<file path="src/rtl/mc_exec_pkg.sv">
// Shared definitions for the multi-cycle MIPS R-type execution core:
// FSM state encoding, opcode/funct constants, trap causes and instruction decode.
package mc_exec_pkg;

  typedef enum logic [1:0] {
    ST_FETCH  = 2'd0,
    ST_DECODE = 2'd1,
    ST_EXEC   = 2'd2,
    ST_WB     = 2'd3
  } state_t;

  typedef enum logic [3:0] {
    ALU_ADD,
    ALU_ADDU,
    ALU_SUB,
    ALU_SUBU,
    ALU_AND,
    ALU_OR,
    ALU_XOR,
    ALU_NOR,
    ALU_SLT,
    ALU_SLTU,
    ALU_ILL
  } alu_op_t;

  localparam logic [5:0] OP_RTYPE = 6'h00;

  localparam logic [5:0] FN_ADD  = 6'h20;
  localparam logic [5:0] FN_ADDU = 6'h21;
  localparam logic [5:0] FN_SUB  = 6'h22;
  localparam logic [5:0] FN_SUBU = 6'h23;
  localparam logic [5:0] FN_AND  = 6'h24;
  localparam logic [5:0] FN_OR   = 6'h25;
  localparam logic [5:0] FN_XOR  = 6'h26;
  localparam logic [5:0] FN_NOR  = 6'h27;
  localparam logic [5:0] FN_SLT  = 6'h2A;
  localparam logic [5:0] FN_SLTU = 6'h2B;

  localparam logic CAUSE_OVF = 1'b0;
  localparam logic CAUSE_ILL = 1'b1;

  // Map an instruction word to an ALU operation; anything unsupported is ALU_ILL.
  function automatic alu_op_t decode_op(input logic [31:0] word);
    alu_op_t op;
    op = ALU_ILL;
    if (word[31:26] == OP_RTYPE) begin
      case (word[5:0])
        FN_ADD:  op = ALU_ADD;
        FN_ADDU: op = ALU_ADDU;
        FN_SUB:  op = ALU_SUB;
        FN_SUBU: op = ALU_SUBU;
        FN_AND:  op = ALU_AND;
        FN_OR:   op = ALU_OR;
        FN_XOR:  op = ALU_XOR;
        FN_NOR:  op = ALU_NOR;
        FN_SLT:  op = ALU_SLT;
        FN_SLTU: op = ALU_SLTU;
        default: op = ALU_ILL;
      endcase
    end
    return op;
  endfunction

endpackage

</file>
<file path="src/rtl/mc_exec_alu.sv">
// Combinational ALU for the execution core: wrapping DATA_W-bit result plus
// signed-overflow flag, which is only raised for the trapping add/sub forms.
module mc_exec_alu
  import mc_exec_pkg::*;
#(
  parameter int DATA_W = 32
) (
  input  alu_op_t                  op,
  input  logic signed [DATA_W-1:0] a,
  input  logic signed [DATA_W-1:0] b,
  output logic signed [DATA_W-1:0] result,
  output logic                     ovf
);

  logic signed [DATA_W-1:0] sum;
  logic signed [DATA_W-1:0] diff;

  assign sum  = a + b;
  assign diff = a - b;

  // Select the result; overflow means the sign of the wrapped result disagrees
  // with what the operand signs imply.
  always_comb begin
    result = '0;
    ovf    = 1'b0;
    case (op)
      ALU_ADD: begin
        result = sum;
        ovf    = (a[DATA_W-1] == b[DATA_W-1]) && (sum[DATA_W-1] != a[DATA_W-1]);
      end
      ALU_ADDU: result = sum;
      ALU_SUB: begin
        result = diff;
        ovf    = (a[DATA_W-1] != b[DATA_W-1]) && (diff[DATA_W-1] != a[DATA_W-1]);
      end
      ALU_SUBU: result = diff;
      ALU_AND:  result = a & b;
      ALU_OR:   result = a | b;
      ALU_XOR:  result = a ^ b;
      ALU_NOR:  result = ~(a | b);
      ALU_SLT:  result = {{(DATA_W-1){1'b0}}, (a < b)};
      ALU_SLTU: result = {{(DATA_W-1){1'b0}}, ($unsigned(a) < $unsigned(b))};
      default: begin
        result = '0;
        ovf    = 1'b0;
      end
    endcase
  end

endmodule

</file>
<file path="src/rtl/mc_exec_core.sv">
// Multi-cycle MIPS R-type execution core: FETCH -> DECODE -> EXEC -> WB, one
// instruction in flight, overflow/illegal traps redirect the PC to TRAP_VEC.
// Optional debug register read port is enabled by defining MC_EXEC_CORE_DBG_EN.
module mc_exec_core
  import mc_exec_pkg::*;
#(
  parameter int              DATA_W   = 32,
  parameter int              NREGS    = 32,
  parameter int              PC_W     = 32,
  parameter logic [PC_W-1:0] TRAP_VEC = 'h80
) (
  input  logic            clk,
  input  logic            clr,
  input  logic            instr_valid,
  output logic            instr_ready,
  input  logic [31:0]     instr,
  output logic [PC_W-1:0] pc_out,
  output logic            retire,
  output logic            trap,
  output logic            trap_cause
`ifdef MC_EXEC_CORE_DBG_EN
  ,
  input  logic [4:0]        dbg_raddr,
  output logic [DATA_W-1:0] dbg_rdata
`endif
);

  localparam int IDX_W = (NREGS > 1) ? $clog2(NREGS) : 1;

  state_t                   state;
  state_t                   state_nxt;
  logic [31:0]              ir;
  logic signed [DATA_W-1:0] a_q;
  logic signed [DATA_W-1:0] b_q;
  logic signed [DATA_W-1:0] alu_out;
  logic signed [DATA_W-1:0] alu_res;
  logic                     ov_q;
  logic                     ill_q;
  logic                     alu_ovf;
  logic [DATA_W-1:0]        regs [NREGS];
  logic [IDX_W-1:0]         rs_idx;
  logic [IDX_W-1:0]         rt_idx;
  logic [IDX_W-1:0]         rd_idx;
  alu_op_t                  op;
  logic                     accept;
  logic                     wb_fault;
  logic                     wb_write;
  logic                     unused_ir;

  // Register indices are the low bits of the MIPS fields, so wider indices alias.
  assign rs_idx    = ir[21 +: IDX_W];
  assign rt_idx    = ir[16 +: IDX_W];
  assign rd_idx    = ir[11 +: IDX_W];
  assign op        = decode_op(ir);
  assign unused_ir = ^ir;

  assign accept   = instr_valid && instr_ready;
  assign wb_fault = ov_q || ill_q;
  assign wb_write = (state == ST_WB) && !wb_fault && (rd_idx != '0);

  mc_exec_alu #(
    .DATA_W (DATA_W)
  ) u_alu (
    .op     (op),
    .a      (a_q),
    .b      (b_q),
    .result (alu_res),
    .ovf    (alu_ovf)
  );

  // State register; clr aborts whatever is in flight and returns to FETCH.
  always_ff @(posedge clk) begin
    if (clr) begin
      state <= ST_FETCH;
    end else begin
      state <= state_nxt;
    end
  end

  // Next-state: wait in FETCH for a handshake, then walk the fixed sequence.
  always_comb begin
    state_nxt = state;
    case (state)
      ST_FETCH:  if (accept) state_nxt = ST_DECODE;
      ST_DECODE: state_nxt = ST_EXEC;
      ST_EXEC:   state_nxt = ST_WB;
      ST_WB:     state_nxt = ST_FETCH;
      default:   state_nxt = ST_FETCH;
    endcase
  end

  // Outputs: handshake only in FETCH, completion pulses only in WB, all masked by clr.
  always_comb begin
    instr_ready = 1'b0;
    retire      = 1'b0;
    trap        = 1'b0;
    trap_cause  = CAUSE_OVF;
    if (!clr) begin
      case (state)
        ST_FETCH: instr_ready = 1'b1;
        ST_WB: begin
          retire     = !wb_fault;
          trap       = wb_fault;
          trap_cause = (wb_fault && ill_q) ? CAUSE_ILL : CAUSE_OVF;
        end
        default: ;
      endcase
    end
  end

  // Datapath: IR capture, operand read, ALU latch, and WB commit of PC/register.
  always_ff @(posedge clk) begin
    if (clr) begin
      ir      <= '0;
      a_q     <= '0;
      b_q     <= '0;
      alu_out <= '0;
      ov_q    <= 1'b0;
      ill_q   <= 1'b0;
      pc_out  <= '0;
      for (int i = 0; i < NREGS; i++) begin
        regs[i] <= '0;
      end
    end else begin
      if (accept) begin
        ir <= instr;
      end
      if (state == ST_DECODE) begin
        a_q <= (rs_idx == '0) ? '0 : regs[rs_idx];
        b_q <= (rt_idx == '0) ? '0 : regs[rt_idx];
      end
      if (state == ST_EXEC) begin
        alu_out <= alu_res;
        ov_q    <= alu_ovf;
        ill_q   <= (op == ALU_ILL);
      end
      if (state == ST_WB) begin
        pc_out <= wb_fault ? TRAP_VEC : pc_out + PC_W'(4);
        if (wb_write) begin
          regs[rd_idx] <= alu_out;
        end
      end
    end
  end

`ifdef MC_EXEC_CORE_DBG_EN
  logic [IDX_W-1:0] dbg_idx;
  logic             unused_dbg;

  assign dbg_idx    = dbg_raddr[IDX_W-1:0];
  assign unused_dbg = ^dbg_raddr;
  assign dbg_rdata  = (dbg_idx == '0) ? '0 : regs[dbg_idx];
`endif

endmodule

</file>
<file path="config.mk">
export PLATFORM = sky130hd
export DESIGN_NAME = mc_exec_core
export DESIGN_NICKNAME = d
export VERILOG_FILES = /design/src/rtl/mc_exec_pkg.sv /design/src/rtl/mc_exec_alu.sv /design/src/rtl/mc_exec_core.sv
export SDC_FILE = /design/constraint.sdc
export NUM_CORES = 2
export LEC_CHECK = 0
export ABC_CLOCK_PERIOD_IN_PS = 7300
export BUFFER_PORTS_ARGS = -buffer_cell sky130_fd_sc_hd__buf_2
export CELL_PAD_IN_SITES_DETAIL_PLACEMENT = 1
export CELL_PAD_IN_SITES_GLOBAL_PLACEMENT = 1
export CORE_MARGIN = 3
export CORE_UTILIZATION = 40
export CTS_CLUSTER_DIAMETER = 50
export DETAILED_ROUTE_END_ITERATION = 6
export PLACE_DENSITY = 0.64
export SLEW_MARGIN = 20
export SYNTH_ARGS = -nofsm -noshare
export SYNTH_HDL_FRONTEND = slang
export SYNTH_SLANG_ARGS = --single-unit
</file>
<file path="constraint.sdc">
create_clock -name clk -period 7.3 [get_ports clk]
set_clock_uncertainty 0.05 [all_clocks]
set_input_delay 1.46 -clock clk [delete_from_list [all_inputs] [get_ports clk]]
set_output_delay 1.46 -clock clk [all_outputs]
set_load 0.02 [all_outputs]
</file>
==> run summary <==
The post-synthesis cell type count is 91, and the instance area at placement is 68100 um^2. The floorplan die area came out at 168000 um^2. The run gives 0 as the number of routed nets with antenna violations.

The run gives 147 as the placement row count. IR analysis of the VDD net gives a maximum drop of 0.207 mV. TritonCTS built the clock tree. The critical path in this run is classified as in -> reg. In this run the tightest slew margin relative to its limit is 20.9%.

The worst register-to-register path has a setup slack of 2.50 ns. The tool flagged a number of max-cap violations equal to 0. The endpoint of the worst register-to-register path was regs[12][23]$_SDFFCE_PN0P_. Adding up every negative setup slack in the final design gives 0 ns. After synthesis, the share of flip-flops with an asynchronous set or reset is 0%. After technology mapping, the gate count stands at 4697. The placeable core area is 161000 um^2.

The chip height was 410 um. Count of buffers inserted at the top-level ports: 63. Internal power comes to 14.9 mW.

sky130_fd_sc_hd__edfxtp_1 takes more of the synthesized area than any other cell. For the number of sinks on the clock net, the log shows 1191. The count of buffers added by post-CTS timing repair for setup was 0. The final RePlAce weighted congestion is 0.868. The H-tree was split into 4 levels. Clock tree synthesis selected as its root buffer the cell sky130_fd_sc_hd__clkbuf_16. For the number of antenna violations at the first check in global routing, the log shows 12.

No sink is reached through more buffers than the 3 on the longest clock path. Each instance of the synthesized netlist takes up on average 13.9 um^2. The tools report the cell leakage power as 25.1 nW. The tools report the sequential-to-total area share from yosys stat as 52.1%.

Registers are responsible for 37.3% of the overall power. Setup violations remaining at the end of the flow were counted as 0. The via count of the first global-routing pass is 43124, and the number of filler cells placed in the layout is 16129. The worst min-delay path class is reg -> reg. The final period utilization was 69.1%. The critical path ends at regs[12][23]$_SDFFCE_PN0P_.

The power per cell area is 299 nW/um^2, and the residual overflow from global routing is 0. The share of the synthesized area in the top cell type is 47.0%, and the effective utilization at floorplan is 40.5%. The wire length per cell works out to 31.9 um. The pre-antenna-repair detailed-routing pass consisted of 5 iterations.

Yosys mapped a number of flops with a built-in enable equal to 1024. The switching portion of total power was 32.1%; the register bit count reported by yosys was 1191. The total routed wirelength came out at 220000 um. The post-route netlist has 25.1% of its cells at a drive strength greater than 1. In this run, the clock network consumes 36.5% of the power. The net count reported at finish is 4771. Across every metal layer, demand over resource in global routing totals 26.1%.

The largest fanout of any net on the critical path works out to 47. Timing analysis after detailed placement gives a worst setup slack of 1.34 ns. The smallest clock period supported by the final layout is computed as 5.04 ns. The data required time of the critical path came out at 7.74 ns. Setup repair after global routing left no endpoint under its margin.

The detailed-route DRC error count is 0. Data arrives at the worst endpoint at 5.48 ns. The worst setup path is captured at a flip-flop. The sort of element at the start of the critical path was an input port. The tools report the post-synth design cell area as 65400 um^2. The number of hold-repair buffers added at the cts stage was 0; the final setup slack of the worst path was 2.26 ns. The number of gates resized after CTS was 0.

The tools report the number of buffers added by the clock tree synthesis step as 158. The yosys synthesis warning count is 0, and the number of top-level design ports is 71. Number of endpoints with negative hold slack in the final report: 0.

In this run, the combinational gates consume 26.2% of the power. The die width came out at 410 um. The logs give 0 for the number of max-slew violations in the final report and 4675 for the first-iteration detailed-routing DRC count. The run finished with clean final reports.

Among all flip-flop cells after synthesis, the most frequent one is sky130_fd_sc_hd__edfxtp_1. The run gives 41872 as the overall via count from detail_route. From synthesis to final layout, the design area changed by 12.3%.

Switching power summed over all nets: 7.05 mW. Yosys attributes the largest share of cell area to sky130_fd_sc_hd__edfxtp_1 47%, sky130_fd_sc_hd__mux4_2 22%, sky130_fd_sc_hd__and2_1 9.5%. At the later pin of the worst-skew pair, clock insertion delay measures 0.80 ns. The first global-routing pass estimated 317000 um of wire. The post-route cell area was 73500 um^2; the mean number of vias per cell was 6.06. Entering global routing, the biggest net connects 148 pins.

The run gives 45.5% as the core utilization of the finished layout. Clock-pin slew was measured on the worst setup and hold paths at 0.06 ns. Static timing analysis puts the maximum clock frequency at 198 MHz. The most critical setup path has its startpoint at clr. At the pin with the least slew margin, the transition time is 1.19 ns. The critical register-to-register path startpoint was state[1]$_SDFFE_PP0P_. The number of cells on the worst reg-to-reg path came out at 8. For the HPWL reported at the end of detailed placement, the log shows 132000 um.
-- through the flow --
stage	hold WS [ns]	total power [mW]	cells
final	0.432	22.0	6908
after global routing	0.456	22.7	6905
after CTS	0.427	22.1	6905
after detailed placement	0.416	14.0	6620
after global placement	0.406	13.9	6620
after floorplan	0.399	12.0	4730
-- cells by family (layout without fill, tap and decap cells) --
kind of cell / count (synthesis) / after routing / share of synthesized area, %
AND/OR/NAND/NOR: 1605 / 1605 / 13.9
multiplexers: 711 / 711 / 23.1
AO/OA/AOI/OAI: 495 / 495 / 4.93
other: 1 / 37 / 0.00573
XOR/XNOR: 32 / 32 / 0.429
flip-flops: 1191 / 1191 / 52.1
buffers and inverters: 546 / 561 / 3.28
adder cells (fa/ha/maj): 116 / 116 / 2.24
-- cells in the final DEF, fill, tap and decap left out, types with 10 or more instances in the layout --
master                      instances
sky130_fd_sc_hd__and2_1           996
sky130_fd_sc_hd__nor2_1           252
sky130_fd_sc_hd__mux4_2           640
sky130_fd_sc_hd__and3_1            12
sky130_fd_sc_hd__buf_2             62
sky130_fd_sc_hd__a21oi_1          167
sky130_fd_sc_hd__or2_2             33
sky130_fd_sc_hd__a31oi_1           22
sky130_fd_sc_hd__a21o_1            12
sky130_fd_sc_hd__nand3_1           25
sky130_fd_sc_hd__o21bai_1          13
sky130_fd_sc_hd__clkinv_2          16
sky130_fd_sc_hd__dfxtp_2           25
sky130_fd_sc_hd__dfxtp_1          134
sky130_fd_sc_hd__nor2_4            32
sky130_fd_sc_hd__bufinv_16         17
sky130_fd_sc_hd__nand4_1           14
sky130_fd_sc_hd__nand2b_1          44
sky130_fd_sc_hd__inv_1             95
sky130_fd_sc_hd__o221ai_1          13
sky130_fd_sc_hd__conb_1            34
sky130_fd_sc_hd__buf_4            106
sky130_fd_sc_hd__nand2_1          115
sky130_fd_sc_hd__a211oi_1          35
sky130_fd_sc_hd__xor2_1            21
sky130_fd_sc_hd__nor2b_1           18
sky130_fd_sc_hd__o21ai_0           90
sky130_fd_sc_hd__nor3_1            21
sky130_fd_sc_hd__ha_1             114
sky130_fd_sc_hd__a221oi_1          12
sky130_fd_sc_hd__edfxtp_1        1024
sky130_fd_sc_hd__clkbuf_1          26
sky130_fd_sc_hd__inv_6             12
sky130_fd_sc_hd__o21ai_1           13
sky130_fd_sc_hd__xnor2_1           11
sky130_fd_sc_hd__mux2i_1           71
sky130_fd_sc_hd__clkinv_4          10
sky130_fd_sc_hd__clkinv_1          17
sky130_fd_sc_hd__clkbuf_16        166
sky130_fd_sc_hd__o211ai_1          13
-- power by group through the flow --
stage / Sequential [mW] / Clock [mW] / Combinational (mW)
CTS: 8.20 / 8.15 / 5.71
global placement: 8.30 / 0 / 5.63
global route: 8.25 / 8.43 / 6.06
floorplan: 8.00 / 0 / 4.01
detailed placement: 8.33 / 0 / 5.69
finish: 8.20 / 8.02 / 5.74
-- layer usage --
layer | vias to the layer above | global-route usage (%) | wire, um
met5 | - | 0 | 0
met4 | 0 | 9.67 | 8710
met3 | 349 | 3.86 | 15500
met2 | 1705 | 41.5 | 104000
met1 | 22244 | 36.5 | 92700
li1 | 17574 | - | -
-- worst min path at each step --
stage / start / end / slack (ns) / cells past startpoint
4_1_cts: alu_out[20]$_SDFFE_PP0P_ / alu_out[20]$_SDFFE_PP0P_ / 0.43 / 1
5_1_grt: alu_out[20]$_SDFFE_PP0P_ / alu_out[20]$_SDFFE_PP0P_ / 0.46 / 1
3_3_place_gp: alu_out[20]$_SDFFE_PP0P_ / alu_out[20]$_SDFFE_PP0P_ / 0.41 / 1
3_5_place_dp: alu_out[20]$_SDFFE_PP0P_ / alu_out[20]$_SDFFE_PP0P_ / 0.42 / 1
2_1_floorplan: ir[30]$_SDFFE_PP0P_ / ir[30]$_SDFFE_PP0P_ / 0.40 / 2
6_report: alu_out[20]$_SDFFE_PP0P_ / alu_out[20]$_SDFFE_PP0P_ / 0.43 / 1
-- critical path, cell delays in order --
cell,delay [ns]
sky130_fd_sc_hd__clkbuf_8,0.29
sky130_fd_sc_hd__nand2b_1,0.39
sky130_fd_sc_hd__nor4_1,0.89
sky130_fd_sc_hd__nand3_1,0.52
sky130_fd_sc_hd__nor2_4,0.21
sky130_fd_sc_hd__buf_4,0.45
sky130_fd_sc_hd__or2_2,0.86
sky130_fd_sc_hd__buf_4,0.32
-- sequential cells by signal, summed over array words and instances, names as in the netlist, 2 cells and up, named ones only --
signal   flops
regs      1024
a_q         32
alu_out     32
b_q         32
pc_out      30
ir          27
state        2
-- area by class of cell --
class	count	area, um^2	area share [%]
diodes	3	7.51	0.0102
clock buffers	197	4320	5.88
clock inverters	88	1040	1.42
inverters	98	368	0.501
multi-input cells	2993	29600	40.2
flip-flops and latches	1191	34200	46.5
well taps	2160	2700	3.68
repair buffers	178	1300	1.77
-- synthesized netlist by cell type (all sizes together), types with 46 or more instances --
library cell	number
a21oi	168
and2	997
buf	97
clkbuf	351
dfxtp	167
edfxtp	1024
ha	114
inv	98
mux2i	71
mux4	640
nand2	115
nand2b	46
nor2	284
o21ai	105
(Power assumes the default switching activity.)
